**config.mk**
```make
export PLATFORM = sky130hd
export DESIGN_NAME = csr_spike_accum_flat
export DESIGN_NICKNAME = d
export VERILOG_FILES = /design/src/rtl/csr_pkg.sv /design/src/rtl/csr_spike_accum_if.sv /design/src/rtl/csr_sat_acc.sv /design/src/rtl/csr_spike_accum.sv /design/src/flat_wrapper.sv
export SDC_FILE = /design/constraint.sdc
export NUM_CORES = 2
export LEC_CHECK = 0
export BUFFER_PORTS_ARGS = -buffer_cell sky130_fd_sc_hd__clkbuf_2
export CORE_AREA = 2 2 434 436
export CTS_BUF_LIST = sky130_fd_sc_hd__clkbuf_2 sky130_fd_sc_hd__clkbuf_4 sky130_fd_sc_hd__clkbuf_8
export DETAILED_ROUTE_END_ITERATION = 7
export DIE_AREA = 0 0 436 438
export MAX_ROUTING_LAYER = met4
export REMOVE_ABC_BUFFERS = 1
export SYNTH_ARGS = -nofsm -noshare
export SYNTH_HDL_FRONTEND = slang
export SYNTH_SLANG_ARGS = --single-unit
```
**constraint.sdc**
```tcl
create_clock -name clk -period 3.4 [get_ports clk]
set_input_delay 0.34 -clock clk [delete_from_list [all_inputs] [get_ports clk]]
set_output_delay 0.34 -clock clk [all_outputs]
set_load 0.02 [all_outputs]
```
**src/rtl/csr_pkg.sv**
```systemverilog
// Shared definitions for the CSR weight-memory consumers: bus field widths,
// the accumulator FSM state encoding and a saturating add helper.
package csr_pkg;

  localparam int CSR_ADDR_W = 14;
  localparam int CSR_IDX_W  = 10;
  localparam int CSR_WT_W   = 8;

  typedef enum logic [2:0] {
    ST_IDLE   = 3'd0,
    ST_PTR    = 3'd1,
    ST_PTRW   = 3'd2,
    ST_STREAM = 3'd3,
    ST_EMIT   = 3'd4,
    ST_FIN    = 3'd5
  } csr_state_e;

  // Adds two sign-extended operands and clamps the result to a w-bit signed range.
  // Operands must come from fields narrower than 32 bits so the raw sum cannot wrap.
  function automatic logic signed [31:0] sat_add(input logic signed [31:0] a,
                                                 input logic signed [31:0] b,
                                                 input int unsigned        w);
    logic signed [31:0] s;
    logic signed [31:0] hi;
    logic signed [31:0] lo;
    s  = a + b;
    hi = (32'sd1 <<< (w - 1)) - 32'sd1;
    lo = -(32'sd1 <<< (w - 1));
    if (s > hi) return hi;
    if (s < lo) return lo;
    return s;
  endfunction

endpackage

```
**src/rtl/csr_spike_accum_if.sv**
```systemverilog
// Read-only bus between the accumulator and its two synchronous memories:
// the row-pointer ROM and the CSR {index,weight} memory. Read data is valid
// one cycle after the address.
interface csr_spike_accum_if #(
  parameter int ROW_W = 4
) ();

  logic        [ROW_W-1:0]               ptr_addr;
  logic        [csr_pkg::CSR_ADDR_W-1:0] ptr_data;
  logic        [csr_pkg::CSR_ADDR_W-1:0] w_addr;
  logic signed [csr_pkg::CSR_WT_W-1:0]   w_weight;
  logic        [csr_pkg::CSR_IDX_W-1:0]  w_index;

  modport master (
    output ptr_addr,
    output w_addr,
    input  ptr_data,
    input  w_weight,
    input  w_index
  );

  modport slave (
    input  ptr_addr,
    input  w_addr,
    output ptr_data,
    output w_weight,
    output w_index
  );

endinterface

```
**src/rtl/csr_sat_acc.sv**
```systemverilog
// Signed saturating accumulator with sticky saturation. sum_o is the value the
// accumulator holds after this cycle's input is applied, so a consumer can
// capture the final sum in the same cycle it clears the accumulator.
module csr_sat_acc
  import csr_pkg::*;
#(
  parameter int ACC_W = 18
) (
  input  logic                    clk,
  input  logic                    rst_n,
  input  logic                    clr_i,
  input  logic                    en_i,
  input  logic signed [ACC_W-1:0] in_i,
  output logic signed [ACC_W-1:0] sum_o
);

  logic signed [ACC_W-1:0] acc_q, acc_d;
  logic                    sat_q, sat_d;
  logic signed [31:0]      raw_sum;
  logic signed [31:0]      clamped;

  // Next accumulator value; once a clamp has happened the value is frozen until clear.
  always_comb begin
    // NOTE: every combinational output gets a default first so no path infers a latch.
    acc_d   = acc_q;
    sat_d   = sat_q;
    raw_sum = 32'(acc_q) + 32'(in_i);
    clamped = sat_add(32'(acc_q), 32'(in_i), ACC_W);
    if (en_i && !sat_q) begin
      acc_d = ACC_W'(clamped);
      sat_d = (clamped != raw_sum);
    end
  end

  assign sum_o = acc_d;

  // Accumulator and sticky saturation flag; clear wins over enable.
  always_ff @(posedge clk or negedge rst_n) begin
    // NOTE: state registers use non-blocking assignments so every flop samples pre-edge values.
    if (!rst_n) begin
      acc_q <= '0;
      sat_q <= 1'b0;
    end else if (clr_i) begin
      acc_q <= '0;
      sat_q <= 1'b0;
    end else begin
      acc_q <= acc_d;
      sat_q <= sat_d;
    end
  end

endmodule

```
**src/rtl/csr_spike_accum.sv**
```systemverilog
// Walks the CSR rows of one layer, fetches each row's {index,weight} words,
// gates them by the latched input spike vector and emits one saturated signed
// sum per row. One full pass of N_ROWS rows per accepted start pulse.
module csr_spike_accum
  import csr_pkg::*;
#(
  parameter  int N_ROWS = 10,
  parameter  int N_IN   = 1024,
  parameter  int ACC_W  = 18,
  localparam int ROW_W  = (N_ROWS > 1) ? $clog2(N_ROWS) : 1
) (
  input  logic                    clk,
  input  logic                    rst_n,
  input  logic                    start,
  input  logic [N_IN-1:0]         spikes,
  csr_spike_accum_if.master       mem,
  output logic                    out_valid,
  output logic [ROW_W-1:0]        out_row,
  output logic signed [ACC_W-1:0] out_sum,
  output logic                    busy,
  output logic                    done
);

  // Spike vector zero-padded to the full index space so indices >= N_IN read as 0.
  localparam int                SPK_W    = 1 << CSR_IDX_W;
  localparam logic [ROW_W-1:0]  LAST_ROW = ROW_W'(N_ROWS - 1);

  csr_state_e              state_q, state_d;
  logic [ROW_W-1:0]        row_q, row_d;
  logic [ROW_W-1:0]        ptr_addr_q, ptr_addr_d;
  logic [CSR_ADDR_W-1:0]   base_q, base_d;
  logic [CSR_ADDR_W-1:0]   end_q, end_d;
  logic [CSR_ADDR_W-1:0]   w_addr_q, w_addr_d;
  logic                    vld_q, vld_d;
  logic                    busy_q, busy_d;
  logic                    done_q, done_d;
  logic                    out_valid_q, out_valid_d;
  logic [ROW_W-1:0]        out_row_q, out_row_d;
  logic signed [ACC_W-1:0] out_sum_q, out_sum_d;
  logic [N_IN-1:0]         spk_q, spk_d;

  logic [SPK_W-1:0]        spk_pad;
  logic                    hit;
  logic                    acc_clr;
  logic                    acc_en;
  logic signed [ACC_W-1:0] wt_sext;
  logic signed [ACC_W-1:0] acc_sum;

  assign spk_pad = SPK_W'(spk_q);
  assign hit     = spk_pad[mem.w_index];
  assign acc_en  = vld_q & hit;
  assign wt_sext = ACC_W'($signed(mem.w_weight));

  csr_sat_acc #(.ACC_W(ACC_W)) u_acc (
    .clk   (clk),
    .rst_n (rst_n),
    .clr_i (acc_clr),
    .en_i  (acc_en),
    .in_i  (wt_sext),
    .sum_o (acc_sum)
  );

  // FSM state register.
  always_ff @(posedge clk or negedge rst_n) begin
    if (!rst_n) state_q <= ST_IDLE;
    else        state_q <= state_d;
  end

  // Next state plus the row/address/result datapath it steers.
  always_comb begin
    state_d     = state_q;
    row_d       = row_q;
    ptr_addr_d  = ptr_addr_q;
    base_d      = base_q;
    end_d       = end_q;
    w_addr_d    = w_addr_q;
    vld_d       = 1'b0;
    busy_d      = busy_q;
    done_d      = 1'b0;
    out_valid_d = 1'b0;
    out_row_d   = out_row_q;
    out_sum_d   = out_sum_q;
    spk_d       = spk_q;
    acc_clr     = 1'b0;

    // busy stays up through the done cycle, so a start coincident with done is ignored.
    if (done_q) busy_d = 1'b0;

    unique case (state_q)
      ST_IDLE: begin
        if (start && !busy_q) begin
          spk_d      = spikes;
          busy_d     = 1'b1;
          row_d      = '0;
          base_d     = '0;
          ptr_addr_d = '0;
          state_d    = ST_PTR;
        end
      end
      ST_PTR: begin
        state_d = ST_PTRW;
      end
      ST_PTRW: begin
        end_d = mem.ptr_data;
        // An end pointer at or below the base (empty or malformed row) skips streaming.
        if (mem.ptr_data <= base_q) begin
          state_d = ST_EMIT;
        end else begin
          w_addr_d = base_q;
          state_d  = ST_STREAM;
        end
      end
      ST_STREAM: begin
        vld_d = 1'b1;
        if (w_addr_q == end_q - 1'b1) state_d  = ST_EMIT;
        else                          w_addr_d = w_addr_q + 1'b1;
      end
      ST_EMIT: begin
        // The last returned word arrives here; acc_sum already includes it.
        out_valid_d = 1'b1;
        out_row_d   = row_q;
        out_sum_d   = acc_sum;
        acc_clr     = 1'b1;
        base_d      = end_q;
        if (row_q == LAST_ROW) begin
          row_d   = '0;
          base_d  = '0;
          state_d = ST_FIN;
        end else begin
          row_d      = row_q + 1'b1;
          ptr_addr_d = row_q + 1'b1;
          state_d    = ST_PTR;
        end
      end
      ST_FIN: begin
        done_d  = 1'b1;
        state_d = ST_IDLE;
      end
      default: state_d = ST_IDLE;
    endcase
  end

  // Datapath and output registers.
  always_ff @(posedge clk or negedge rst_n) begin
    if (!rst_n) begin
      row_q       <= '0;
      ptr_addr_q  <= '0;
      base_q      <= '0;
      end_q       <= '0;
      w_addr_q    <= '0;
      vld_q       <= 1'b0;
      busy_q      <= 1'b0;
      done_q      <= 1'b0;
      out_valid_q <= 1'b0;
      out_row_q   <= '0;
      out_sum_q   <= '0;
      // NOTE: the wide spike register is reset too, so no stale vector survives an aborted pass.
      spk_q       <= '0;
    end else begin
      row_q       <= row_d;
      ptr_addr_q  <= ptr_addr_d;
      base_q      <= base_d;
      end_q       <= end_d;
      w_addr_q    <= w_addr_d;
      vld_q       <= vld_d;
      busy_q      <= busy_d;
      done_q      <= done_d;
      out_valid_q <= out_valid_d;
      out_row_q   <= out_row_d;
      out_sum_q   <= out_sum_d;
      spk_q       <= spk_d;
    end
  end

  assign mem.ptr_addr = ptr_addr_q;
  assign mem.w_addr   = w_addr_q;
  assign out_valid    = out_valid_q;
  assign out_row      = out_row_q;
  assign out_sum      = out_sum_q;
  assign busy         = busy_q;
  assign done         = done_q;

endmodule

```
**src/flat_wrapper.sv**
```systemverilog
// flat-port wrapper written by rule: the top's interface ports become plain ports
module csr_spike_accum_flat import csr_pkg::*;
#(
  parameter  int N_ROWS = 10,
  parameter  int N_IN   = 1024,
  parameter  int ACC_W  = 18,
  localparam int ROW_W  = (N_ROWS > 1) ? $clog2(N_ROWS) : 1
)
  (clk, rst_n, start, spikes, out_valid, out_row, out_sum, busy, done, mem_ptr_addr, mem_w_addr, mem_ptr_data, mem_w_weight, mem_w_index);
  csr_spike_accum_if #(.ROW_W((4))) mem_i ();
  input  logic clk;
  input  logic rst_n;
  input  logic start;
  input  logic [N_IN-1:0] spikes;
  output logic out_valid;
  output logic [ROW_W-1:0] out_row;
  output logic signed [ACC_W-1:0] out_sum;
  output logic busy;
  output logic done;
  output wire logic [$bits(mem_i.ptr_addr)-1:0] mem_ptr_addr;
  output wire logic [$bits(mem_i.w_addr)-1:0] mem_w_addr;
  input wire logic [$bits(mem_i.ptr_data)-1:0] mem_ptr_data;
  input wire logic [$bits(mem_i.w_weight)-1:0] mem_w_weight;
  input wire logic [$bits(mem_i.w_index)-1:0] mem_w_index;
  assign mem_ptr_addr = mem_i.ptr_addr;
  assign mem_w_addr = mem_i.w_addr;
  assign mem_i.ptr_data = mem_ptr_data;
  assign mem_i.w_weight = mem_w_weight;
  assign mem_i.w_index = mem_w_index;
  csr_spike_accum #(.N_ROWS(N_ROWS), .N_IN(N_IN), .ACC_W(ACC_W)) u_core (.clk(clk), .rst_n(rst_n), .start(start), .spikes(spikes), .mem(mem_i), .out_valid(out_valid), .out_row(out_row), .out_sum(out_sum), .busy(busy), .done(done));
endmodule
```
Word level (Yosys, flattened, before mapping)
Cells that the tools add are included.
{ "totals": {"ff_bits": 1122, "input_bits": 1059, "word_cells": 85} }
{ "op_classes": {"addsub": 4, "order_cmp": 4, "n_eq_ne": 13, "n_mux": 35, "bitwise_logic": 1, "reduce_logical": 13} }
{ "op_table": {"columns": ["cell", "count"], "rows": [
  ["32-bit 2-to-1 mux", 4],
  ["14-bit 2-to-1 mux", 4],
  ["14-bit one-hot mux with 2 select lines", 2],
  ["18-bit 2-to-1 mux", 2],
  ["32-bit by 18-bit greater-than comparator with 1-bit output, second input constant", 1],
  ["32-bit by 18-bit < comparator with 1-bit output, second input constant", 1],
  ["32-bit inequality test", 1],
  ["18-bit by 8-bit adder with 19-bit output", 1],
  ["4-bit one-hot mux with 2 select lines", 2],
  ["3-bit one-hot mux with 5 select lines", 1],
  ["14-bit by 1-bit adder with 14-bit output, second input constant", 1],
  ["14-bit == test", 1],
  ["14-bit less-or-equal comparator", 1],
  ["14-bit by 1-bit subtractor with 14-bit output, second input constant", 1],
  ["1-bit 2-to-1 mux", 12],
  ["3-bit 2-to-1 mux", 4],
  ["4-bit 2-to-1 mux", 3],
  ["10-bit by 11-bit < comparator with 1-bit output, second input constant", 1],
  ["1-bit binary-select mux with 10-bit select", 1],
  ["3-bit by 2-bit == test with 1-bit output, second input constant", 2],
  ["3-bit == test, second input constant", 2],
  ["2-bit inequality test, second input constant", 3],
  ["2-bit AND reduction", 3],
  ["3-bit AND reduction", 2],
  ["other kinds (9)", 14]
]} }

Logic depth before layout (Yosys ltp)
{ "logic_depth": {"ltp_word": 9, "ltp_mapped": 15} }

Cells and area by module
From an unflattened synthesis, not the netlist that was laid out.
{ "unflattened": {"hier_cells": 5630, "area_unflattened_um2": 52863.2} }
{ "modules_own_cells": {"columns": ["mod", "instances", "cells_per_inst", "area_each_um2", "seq_area_each_um2"], "rows": [
  ["csr_spike_accum", 1, 5371, 50726.2, 27601.5],
  ["csr_sat_acc", 1, 259, 2137.0, 475.5]
]} }

Worst setup path before layout
Ideal clock, no wire load.
{ "synth_path": {"kind": "input to register", "from": "input port mem_w_index[0]", "to": "register u_core.out_sum_q[3] (netlist: u_core.out_sum[3])", "setup_ps": 132, "t_arrival_ps": 3022, "t_required_ps": 3268, "setup_slack_ps": 246, "cell_stages": 12, "path_buffers": 3, "path_cell_list": "buf_6 or3b_1 clkbuf_1 o22ai_1 nor4_1 a2111oi_2 nand4_1 or4b_4 a41oi_4 buf_6 mux2i_1 o21ai_1"} }
{ "synth_between": {"elab_chain_cells": 5} }
{ "synth_lines": {"columns": ["element", "line_no", "rtl"], "rows": [
  ["start: declaration", "flat_wrapper.sv:24", "input wire logic [$bits(mem_i.w_index)-1:0] mem_w_index;"],
  ["1-bit binary-select mux with 10-bit select", "csr_spike_accum.sv:50", "assign hit = spk_pad[mem.w_index];"],
  ["1-bit 2-to-1 mux (implied by the code)", "csr_spike_accum.sv:50", null],
  ["1-bit AND", "csr_spike_accum.sv:51", "assign acc_en = vld_q & hit;"],
  ["1-bit logical AND", "csr_sat_acc.sv:29", "if (en_i && !sat_q) begin"],
  ["18-bit 2-to-1 mux", "csr_sat_acc.sv:29", null],
  ["end signal: assignment", "csr_spike_accum.sv:170", "out_sum_q <= out_sum_d;"],
  ["end: declaration", "csr_spike_accum.sv:39", "logic signed [ACC_W-1:0] out_sum_q, out_sum_d;"]
]} }
No other way between the ends. The select of a mux whose other input is x is not followed.
A chain may end at the register's enable or synchronous reset.

Final worst setup path
{ "layout_path": {"from": "register u_core.spk_q[156] (netlist: u_core.spk_pad[156])", "to": "register u_core.out_sum_q[15] (netlist: u_core.out_sum[15])"} }
{ "layout_between": {"elab_chain_cells": 5} }
{ "layout_lines": {"columns": ["element", "line_no", "rtl"], "rows": [
  ["start: declaration", "csr_spike_accum.sv:40", "logic [N_IN-1:0] spk_q, spk_d;"],
  ["start signal: assignment", "csr_spike_accum.sv:171", "spk_q <= spk_d;"],
  ["1-bit binary-select mux with 10-bit select", "csr_spike_accum.sv:50", null],
  ["1-bit 2-to-1 mux (implied by the code)", "csr_spike_accum.sv:50", null],
  ["1-bit AND", "csr_spike_accum.sv:51", null],
  ["1-bit logical AND", "csr_sat_acc.sv:29", null],
  ["18-bit 2-to-1 mux", "csr_sat_acc.sv:29", null]
]} }
No other way between the ends. The select of a mux whose other input is x is not followed.

==> flow_metrics.tcl <==
set metrics [dict create \
    outcome "finished, final reports clean" \
    globalRouteOverflowTotal 0 \
    setup_violations 0 \
    r2r_cells 12 \
    start_kind "register" \
    min_period_over_period_pct 98.0 \
    synth_edf_count 0 \
    post_dp_cell_area_sq_um 63200 \
    synth_ff_type "dfrtp_1" \
    die_y_um 438 \
    rrSetupSlack_ns 0.07 \
    hpwl_um 182000 \
    area_growth_pct 49.9 \
    vias_per_cell 4.96 \
    ios 1102 \
    finalHoldViolations 0 \
    cp_common_cell "o21ai_0" \
    critPathCaptureType "register" \
    start_util_pct 28.1 \
    hold_ws_ns 0.0879 \
    hp-class "input port to register" \
    syn-cell-area_sq_um 52500 \
    max_cap_viol_count 0 \
    grt_usage_pct 27.0 \
    crit_required_ns 4.22 \
    wire_per_inst_um 23.6 \
    first_iter_violations 4943 \
    power.leakage_nw 41.5 \
    crit_slowest_cell "or4_4" \
    seq_area_frac_synth_pct 53.5 \
    min_from "start" \
    grt_first_pass_wirelength_um 367000 \
    maxSlewViolCount 0 \
    max-vdd-ir-drop_v 0.000297 \
    wl_um 255000 \
    netlist_instances 5689 \
    core_area_sq_um 187000 \
    tightestPinTransition_ns 1.18 \
    rr_endpoint "u_core.out_sum[15]$_DFFE_PN0P_" \
    yosysMostFrequentCell "nand2_1" \
    grt_max_degree 134 \
    die_w_um 436 \
    cpPeakStageDelay_ns 0.64 \
    cts_tree "done" \
    crit_arrival_ns 4.16 \
    cts_buffers 198 \
    cts_buffer_depth 3 \
    drt_pre_antenna_iters 6 \
    fmax_mhz 300 \
    crit_buf_inv 3 \
    maxSlewHeadroom_pct 21.3 \
    min_to "u_core.spk_pad[270]$_DFFE_PN0P_" \
    clock_skew_ns 0.0669 \
    grt_pass1_vias 55825 \
    path_max_fanout 7 \
    holdPathStages 6 \
    clock_sinks 1122 \
    clk_pin_slew_worst_paths_ns 0.06 \
    worstReg2RegStart "u_core.spk_pad[156]$_DFFE_PN0P_" \
    period_minus_slack_ns 3.33 \
    htree_num_levels 4 \
    antenna_found_initial 46 \
    dieArea_sq_um 191000 \
    rows 159 \
    drcViolationCount 0 \
    vias 53562 \
    nets 9186 \
    powerDensity_nw_per_um2 396 \
    crit_chain "mux4_2 > nand2_1 > o21ai_0 > buf_4 > o2bb2ai_1 > o21ai_0 > or4_4 > a41oi_4 > buf_12 > clkbuf_16 > o21ai_1 > o31a_1" \
    avgSynthCellArea_sq_um 9.22 \
    routabilityCongestion 0.989 \
    crit_family "compound AO/OA/AOI/OAI gates" \
    worstSetupPathType "register to register" \
    n_fill_cell 17581 \
    portBuffers 1101 \
    yosysUniqueCellTypes 79 \
    synth.area.top_cells "dfrtp_1, nand2_1, mux4_2, clkbuf_1, mux2i_1" \
    synth_top_area_share_pct 53.5 \
    netlist_top_cells_count "nand2_1, dfrtp_1, clkbuf_1, mux4_2, mux2i_1" \
    synth-seq-cells 1122 \
    fin_area_sq_um 78700 \
    clockRootBuffer "clkbuf_8" \
    setup_ws_ns 0.0681 \
    synthArstFlopShare_pct 100 \
    post-place-ws_ns -0.856 \
    ant_nets 0 \
    drive_gt1_share_pct 26.0 \
    yosys.area.top_type "dfrtp_1" \
    yosys_warnings 0 \
    clk_latency_ns 1.00 \
]
==> registers in the layout, indices dropped and copies added, names as in the netlist, 3 cells and up <==
signal,count
u_core.mem.w_addr,14
u_core.out_row,4
u_core.mem.ptr_addr,4
u_core.out_sum,18
u_core.state_q,3
u_core.row_q,4
u_core.u_acc.acc_q,18
u_core.end_q,14
u_core.base_q,14
u_core.spk_pad,1024
==> metal layers <==
| metal | share of wire (%) | GRT usage (%) |
|---|---|---|
| met5 | 0 | - |
| met4 | 8.8 | 20.6 |
| met3 | 6.9 | 5.84 |
| met2 | 46 | 40.7 |
| met1 | 39 | 31.4 |
==> worst min-delay path, stage by stage <==
cell,delay (ns)
clkbuf_2,0.08
nand2_1,0.12
nor4_2,0.09
buf_12,0.16
nand2_1,0.17
nand2_1,0.07
==> cells by family (layout without fill, tap and decap cells) <==
group,Yosys count,count (layout),synth area share (%)
adders and majority gates,37,37,0.896
and+or+nand+nor,3429,3429,25.4
buffers and inverters,385,2949,3.23
xor gates and xnor gates,38,38,0.634
DFF,1122,1122,53.5
muxes,344,344,11.9
other,0,49,0
AOI/OAI and AO/OA,334,334,4.44
==> cell usage in the layout (no fill, tap or decap), drive strengths merged, types with 15 or more instances in the layout <==
cell type,instances
nand2,3170
clkbuf,1412
dfrtp,1122
dlygate4sd3,1064
buf,393
mux4,219
mux2i,90
nor2,60
o21ai,55
a21oi,51
nand3,50
diode,49
inv,47
o22ai,39
ha,36
mux2,35
a22oi,33
clkinv,25
xnor2,22
nor2b,20
nor3,20
a22o,19
nand4,17
nor4,17
and3,16
xor2,16
a211oi,16
nand2b,15
==> how the worst max path moves through the flow <==
stage | cells after the start | slack (ns) | startpoint | endpoint
detailed placement | 14 | -0.86 | mem_w_index[4] | u_core.out_sum[17]$_DFFE_PN0P_
floorplan | 3 | -87.43 | u_core.state_q[0]$_DFFE_PN0P_ | u_core.base_q[10]$_DFFE_PN0P_
finish | 12 | 0.07 | u_core.spk_pad[156]$_DFFE_PN0P_ | u_core.out_sum[15]$_DFFE_PN0P_
global route | 12 | -0.01 | u_core.u_acc.acc_q[1]$_DFF_PN0_ | u_core.out_sum[9]$_DFFE_PN0P_
global placement | 14 | -1.09 | mem_w_index[2] | u_core.out_sum[12]$_DFFE_PN0P_
CTS | 12 | -0.03 | u_core.spk_pad[667]$_DFFE_PN0P_ | u_core.out_sum[15]$_DFFE_PN0P_
==> power breakdown <==
| part | switching [mW] | total (mW) | internal, mW |
|---|---|---|---|
| logic | 1.75 | 3.58 | 1.84 |
| registers | 0.0260 | 13.4 | 13.4 |
| clock network | 6.25 | 14.2 | 7.92 |
| total | 8.03 | 31.2 | 23.1 |
==> area by class of cell <==
| cell class | count | area [sq um] | share of cell area (%) |
|---|---|---|---|
| Antenna cell | 49 | 123 | 0.156 |
| Clock buffer | 317 | 3990 | 5.07 |
| Clock inverter | 46 | 527 | 0.669 |
| Inverter | 34 | 128 | 0.162 |
| Multi-Input combinational cell | 4182 | 22900 | 29.1 |
| Sequential cell | 1122 | 28100 | 35.7 |
| Tap cell | 2495 | 3120 | 3.97 |
| Timing Repair Buffer | 2552 | 19800 | 25.2 |
==> per-stage QoR <==
| step | total power [mW] | TNS (ns) | utilization, % | cells |
|---|---|---|---|---|
| after floorplan | 14.2 | - | - | 5338 |
| after detailed placement | 16.2 | -30.05 | 33.9 | 9318 |
| after global routing | 32.2 | -0.0185 | 42.2 | 10790 |
| final | 31.2 | 0 | 42.2 | 10797 |
| after CTS | 31.4 | -0.0298 | 42.1 | 10748 |
| after global placement | 16.1 | -38.41 | 33.9 | 9318 |
==> what timing repair did <==
action	in CTS	in global routing
hold buffers	1064	0
cloned	1	1
resized for setup	15	17
endpoints found under the setup margin	37	50
hold endpoints to repair	1508	0
setup buffers	3	2
pin swaps	5	2
No activity file was read; power rests on OpenSTA's default activity.
